`config.mk`:
```
export PLATFORM = sky130hd
export DESIGN_NAME = vga_timing_gen
export DESIGN_NICKNAME = d
export VERILOG_FILES = /design/src/rtl/vga_timing_gen.sv
export SDC_FILE = /design/constraint.sdc
export NUM_CORES = 1
export LEC_CHECK = 0
export BUFFER_PORTS_ARGS = -buffer_cell sky130_fd_sc_hd__clkbuf_2
export CAP_MARGIN = 20
export CORE_ASPECT_RATIO = 0.9
export CORE_UTILIZATION = 55
export DETAILED_ROUTE_END_ITERATION = 10
export HOLD_SLACK_MARGIN = 0.1
export PLACE_DENSITY = 0.89
export SLEW_MARGIN = 25
export SYNTH_ARGS = -nofsm -noshare
export SYNTH_HDL_FRONTEND = slang
export SYNTH_SLANG_ARGS = --single-unit
```
`constraint.sdc`:
```
create_clock -name clk -period 5.72 [get_ports clk]
set_input_delay 0.286 -clock clk [delete_from_list [all_inputs] [get_ports clk]]
set_output_delay 0.286 -clock clk [all_outputs]
set_load 0.01 [all_outputs]
```
`src/rtl/vga_timing_gen.sv`:
```
// VGA raster timing generator: a pixel-rate divider drives h/v counters, and
// every output is registered and decoded from the next counter values.
module vga_timing_gen #(
  parameter int H_ACTIVE = 640,
  parameter int H_FRONT  = 16,
  parameter int H_SYNC   = 96,
  parameter int H_BACK   = 48,
  parameter int V_ACTIVE = 480,
  parameter int V_FRONT  = 10,
  parameter int V_SYNC   = 2,
  parameter int V_BACK   = 33,
  parameter int H_POL    = 0,
  parameter int V_POL    = 0,
  parameter int CLK_DIV  = 2,
  parameter int CNT_W    = 11
) (
  input  logic             clk,
  input  logic             reset,
  input  logic             en,
  output logic             p_tick,
  output logic [CNT_W-1:0] pixel_x,
  output logic [CNT_W-1:0] pixel_y,
  output logic             video_on,
  output logic             h_sync,
  output logic             v_sync,
  output logic             v_blank,
  output logic             line_start,
  output logic             frame_start
);

  localparam int H_TOTAL = H_ACTIVE + H_FRONT + H_SYNC + H_BACK;
  localparam int V_TOTAL = V_ACTIVE + V_FRONT + V_SYNC + V_BACK;
  localparam int DIV_W   = (CLK_DIV > 1) ? $clog2(CLK_DIV) : 1;

  generate
    if (CLK_DIV < 1 || H_ACTIVE < 1 || H_FRONT < 1 || H_SYNC < 1 || H_BACK < 1 ||
        V_ACTIVE < 1 || V_FRONT < 1 || V_SYNC < 1 || V_BACK < 1) begin : g_bad_param
      $error("vga_timing_gen: CLK_DIV and all timing parameters must be >= 1");
    end
    if ((longint'(H_TOTAL) - 1) > ((longint'(1) << CNT_W) - 1) ||
        (longint'(V_TOTAL) - 1) > ((longint'(1) << CNT_W) - 1)) begin : g_bad_width
      $error("vga_timing_gen: CNT_W too narrow for H_TOTAL/V_TOTAL");
    end
  endgenerate

  localparam logic [CNT_W-1:0] H_LAST   = CNT_W'(H_TOTAL - 1);
  localparam logic [CNT_W-1:0] V_LAST   = CNT_W'(V_TOTAL - 1);
  localparam logic [CNT_W-1:0] H_ACT    = CNT_W'(H_ACTIVE);
  localparam logic [CNT_W-1:0] V_ACT    = CNT_W'(V_ACTIVE);
  localparam logic [CNT_W-1:0] HS_START = CNT_W'(H_ACTIVE + H_FRONT);
  localparam logic [CNT_W-1:0] HS_END   = CNT_W'(H_ACTIVE + H_FRONT + H_SYNC - 1);
  localparam logic [CNT_W-1:0] VS_START = CNT_W'(V_ACTIVE + V_FRONT);
  localparam logic [CNT_W-1:0] VS_END   = CNT_W'(V_ACTIVE + V_FRONT + V_SYNC - 1);
  localparam logic [DIV_W-1:0] DIV_LAST = DIV_W'(CLK_DIV - 1);
  localparam logic             HP       = (H_POL != 0);
  localparam logic             VP       = (V_POL != 0);

  logic [DIV_W-1:0] div;
  logic             wrap;
  logic [CNT_W-1:0] h_nxt;
  logic [CNT_W-1:0] v_nxt;

  always_comb begin
    wrap  = en && (div == DIV_LAST);
    h_nxt = pixel_x;
    v_nxt = pixel_y;
    if (pixel_x == H_LAST) begin
      h_nxt = '0;
      v_nxt = (pixel_y == V_LAST) ? '0 : pixel_y + 1'b1;
    end else begin
      h_nxt = pixel_x + 1'b1;
    end
  end

  // pixel_x/pixel_y are the counters themselves; decodes use the next values
  // so every output changes on the same edge as the position it describes.
  always_ff @(posedge clk) begin
    if (reset) begin
      div         <= '0;
      pixel_x     <= H_LAST;
      pixel_y     <= V_LAST;
      p_tick      <= 1'b0;
      line_start  <= 1'b0;
      frame_start <= 1'b0;
      video_on    <= 1'b0;
      v_blank     <= 1'b1;
      h_sync      <= ~HP;
      v_sync      <= ~VP;
    end else begin
      p_tick      <= wrap;
      line_start  <= wrap && (h_nxt == '0);
      frame_start <= wrap && (h_nxt == '0) && (v_nxt == '0);
      if (en) begin
        div <= (div == DIV_LAST) ? '0 : div + 1'b1;
      end
      if (wrap) begin
        pixel_x  <= h_nxt;
        pixel_y  <= v_nxt;
        video_on <= (h_nxt < H_ACT) && (v_nxt < V_ACT);
        v_blank  <= (v_nxt >= V_ACT);
        h_sync   <= (h_nxt >= HS_START && h_nxt <= HS_END) ? HP : ~HP;
        v_sync   <= (v_nxt >= VS_START && v_nxt <= VS_END) ? VP : ~VP;
      end
    end
  end

endmodule

```
; ---- Word level (Yosys, flattened, before mapping)
; Cells that the tools add are included.
[totals]
word_cells = 36
input_bits = 3
regBits = 30
[op_classes]
n_addsub = 3
muxes = 6
n_eq_ne = 2
magnitude_cmp = 7
n_reduce_logical = 8
[ops]
columns = operator, n
row1 = 11-bit 2-to-1 mux, 3
row2 = 11-bit by 1-bit adder with 11-bit output (second input constant), 2
row3 = 11-bit by 10-bit equality test with 1-bit output (second input constant), 2
row4 = 11-bit by 9-bit >= comparator with 1-bit output (second input constant), 2
row5 = 11-bit zero test, 2
row6 = 11-bit by 10-bit >= comparator with 1-bit output (second input constant), 1
row7 = 11-bit by 10-bit less-or-equal comparator with 1-bit output (second input constant), 1
row8 = 11-bit by 9-bit less-or-equal comparator with 1-bit output (second input constant), 1
row9 = 11-bit by 10-bit < comparator with 1-bit output (second input constant), 1
row10 = 11-bit by 9-bit < comparator with 1-bit output (second input constant), 1
row11 = 1-bit logical AND, 6
row12 = 1-bit 2-to-1 mux, 3
row13 = 1-bit adder (second input constant), 1

; ---- Depth between registers and ports, before layout
[depth]
ltp_word = 6
ltp_mapped = 10

; ---- Worst setup path after synthesis
; OpenSTA, ideal clock, no wires.
[synth_path]
path_kind = flip-flop to flip-flop
startpoint = register pixel_x[0]
endpoint = register v_sync
path_stages_with_launch = 10
path_slack_ns = 2.889
required_ns = 5.600
t_arrival_ns = 2.712
cell_sequence = dfxtp_1 -> ha_1 -> clkbuf_2 -> nand4_1 -> or3_4 -> buf_6 -> or3_1 -> a222oi_1 -> nand2b_1 -> o31a_1
[synth_between]
elab_chain_cells = 5
[synth_rtl]
columns = item, line_no
row1 = "start, declared", 21  ; output logic [CNT_W-1:0] pixel_x,
row2 = "start signal, assigned", 97  ; pixel_x <= h_nxt;
row3 = 11-bit by 10-bit equality test with 1-bit output (*), 67  ; if (pixel_x == H_LAST) begin
row4 = 11-bit 2-to-1 mux (*), 67
row5 = 11-bit by 9-bit >= comparator with 1-bit output / 11-bit by 9-bit less-or-equal comparator with 1-bit output (equally long branches), 102  ; v_sync <= (v_nxt >= VS_START && v_nxt <= VS_END) ? VP : ~VP;
row6 = 1-bit logical AND (*), 102
row7 = 1-bit 2-to-1 mux (*), 102
row8 = "end signal, assigned", 88  ; v_sync <= ~VP;
row9 = "end signal, assigned", 102
row10 = "end, declared", 25  ; output logic v_sync,
; Mark *: on every way between the ends. The rest lies on a longest branch, timed or not.
; A chain may end at the register's enable or synchronous reset.

; ---- Worst setup path after layout
; Same ends and word-level chain as after synthesis.

==> run metrics <==
outcome=finished, final reports clean; first-pass GRT wire length=7.86 mm; Top delay family on crit path=simple AND/OR/NAND/NOR gates; clock tree root buffer cell=clkbuf_8; relative max-transition margin=about 65%; vias in the first global route=roughly 1600; Max Cap Viol=0; Reg clk slew, reported paths=~0.060 ns; hold_sp=en; Cell Chain, Critical Path=ha_1, nand4_1, or3_4, or4_1, a222oi_1, nand2b_1, o31a_1; P per Cell Area=249 nW/um^2; Die H=58.7 um; Min-Delay Endpoint=div$_SDFFE_PP0P_; Post-CTS Setup Inserts=0; Synth area leaders=dfxtp_1 31%, nor2_1 6.1%, xnor2_1 5.3%; Register-to-Register Setup Slack=between 2 and 2.5 ns; RePlAce Congestion=0.936; Synth top cells by count=32 x nor2_1, 30 x dfxtp_1, 25 x nand2_1, 15 x clkbuf_1; drt pass-1 iters=4; total chip power=0.541 mW; post-DP HPWL=between 3 and 4 mm; Worst Path Required=5.89 ns; crit-path max FO=20; # H-tree levels=2; number of remaining DRC errors=0; die area=3820 sq um; Mapped Nets=270; TritonCTS Buffers=5; Max Fclk=300 MHz; Congestion Overflow GR=0; Worst IR Drop VDD=~0.00017 V; non-filler cells, final=between 300 and 400; # diodes=0; synthesized area per cell=7.50 sq um; Core ar.=3400 sq um; max incr delay on CP=0.59 ns; Tcrit/Tclk final=58.2%; share of Yosys cell area claimed by the top area cell type=slightly above 30%; port bufs=31; cell taking the most area after synthesis=dfxtp_1; Final Skew=0.00591 ns; Final Util=63.7%; count leader, synth=nor2_1; setup TNS=0 ns; worst-case reg-to-reg path depth=7; Initial Utilization=57.8%; worst hold-check path type=in -> reg; largest net degree at the start of global routing=26; CP max-delay cell=or3_4; worst-margin pin slew=roughly 0.52 ns; Worst Setup Start Kind=register; synth-to-layout area growth=10.4%; Worst Path Buf+Inv=0; post-DR vias/cell=6.15; Hold Buf Count CTS=0; DR iter-0 viols=138; CP Class=reg -> reg; RSZ-0062 raised after global routing=no; Die W=65.0 um; Clock Path Buffers=2; wire length per cell=15.2 um; Syn. warnings=0; GR Util All Layers=26.9%; Worst Path Arrival=around 3.5 ns; fraction of registers with async set/reset=0%; min cycle time layout=about 3.3 ns; Pleak=0.844 nW; CTS tree=done; worst skew pair latency=0.28 ns; number of flops mapped to enable cells by yosys=0; share of cells above drive strength 1=14.9%; Yosys reg bits=30; # nets final=289; antenna viol nets, final=0; register area share after synthesis=30.6%; CP Capture Type=register; pre-CTS setup slack=2.48 ns; initial antenna violation count=0; max-slew violation count=0; final hold violation count=0; dpl cells=around 320; Final Worst Setup Slack=between 2 and 2.5 ns; cts repair resizes=0; DRT Wirelength=4.94 mm; # IOs=32; Fill cells=319; Netlist cell types=50; Synth Flop Type=dfxtp_1; Final Instance Area=2170 sq um; cell count after synthesis=roughly 260; FF-to-FF End=v_sync$_SDFFE_PP1P_; worst r2r src=pixel_x[0]$_SDFFE_PP1P_; final setup fails=0; Synth Cell Area=1970 sq um; hold depth=3; worst hold margin=around 0.28 ns; clock sink count=30; row cnt=20; Area after DPL=2090 sq um; total number of vias=roughly 2000
-- where the power goes --
group | total [mW] | internal, mW | switching, mW
sequential | 0.234 | 0.217 | 0.0164
clock | 0.161 | 0.0836 | 0.0777
combinational | 0.146 | 0.0556 | 0.0906
-- cell families (layout without fill, tap and decap cells) --
kind of cell,count (synthesis),count (layout),share of synthesized area [%]
flip-flops,30,30,30.6
adder cells (fa/ha/maj),5,5,3.18
XOR/XNOR,19,19,8.47
AND/OR/NAND/NOR,120,120,30.7
buffers and inverters,27,46,6.11
AO/OA/AOI/OAI,61,61,21.0
-- tightest hold or removal path: cells and delay by family --
family	cells	cell delay (ns)
XOR/XNOR	1	0.06
buffers and inverters	1	0.10
AND/OR/NAND/NOR	1	0.07
-- worst max-delay path by stage --
stage                                 start  cells after the start  slack (ns)                  end
floorplan           pixel_x[0]$_SDFFE_PP1P_                      9        2.89  v_sync$_SDFFE_PP1P_
global placement    pixel_x[0]$_SDFFE_PP1P_                      7        2.62  v_sync$_SDFFE_PP1P_
detailed placement  pixel_x[0]$_SDFFE_PP1P_                      7        2.48  v_sync$_SDFFE_PP1P_
CTS                 pixel_x[0]$_SDFFE_PP1P_                      7        2.47  v_sync$_SDFFE_PP1P_
global route        pixel_x[0]$_SDFFE_PP1P_                      7        2.27  v_sync$_SDFFE_PP1P_
finish              pixel_x[0]$_SDFFE_PP1P_                      7        2.39  v_sync$_SDFFE_PP1P_
-- per-layer routing --
| layer | up-vias | GRT usage, % | wire length [um] |
|---|---|---|---|
| met5 | - | 0 | 0 |
| met2 | 84 | 38.4 | 2110 |
| met3 | 7 | 5.43 | 322 |
| met1 | 921 | 40.3 | 2460 |
| li1 | 987 | - | - |
| met4 | 0 | 8.39 | 53 |
-- cell usage in the layout, fill, tap and decap left out, types with 2 or more instances in the layout --
| master | n |
|---|---|
| dfxtp_1 | 30 |
| nor3_1 | 14 |
| xnor2_1 | 12 |
| nand2b_1 | 5 |
| inv_1 | 6 |
| and3_1 | 2 |
| nand2_1 | 25 |
| o2111ai_1 | 2 |
| buf_4 | 2 |
| clkbuf_1 | 2 |
| nand3_1 | 14 |
| a211o_1 | 4 |
| nand4_1 | 6 |
| clkbuf_8 | 5 |
| a21oi_1 | 13 |
| o21bai_1 | 2 |
| a31oi_1 | 4 |
| nor4_1 | 3 |
| o22ai_1 | 2 |
| ha_1 | 5 |
| clkbuf_2 | 31 |
| or3_1 | 6 |
| o21a_1 | 2 |
| and2_1 | 2 |
| or4_1 | 3 |
| nor2_1 | 32 |
| o211ai_1 | 4 |
| a221o_1 | 2 |
| o21ai_0 | 13 |
| o31a_1 | 2 |
| o31ai_1 | 2 |
| xor2_1 | 7 |
-- area by class of cell --
cell class | instances | area [sq um] | area share [%]
Multi-Input combinational cell | 205 | 1240 | 57.4
Sequential cell | 30 | 601 | 27.7
Timing Repair Buffer | 33 | 170 | 7.84
Clock buffer | 7 | 76.3 | 3.52
Tap cell | 44 | 55.1 | 2.54
Inverter | 6 | 22.5 | 1.04
-- state kept, by name, summed over array words and instances (netlist names) --
register and count:
pixel_x 11, pixel_y 11, div 1, frame_start 1, h_sync 1, line_start 1
p_tick 1, v_blank 1, v_sync 1, video_on 1
(Power assumes the default switching activity.)
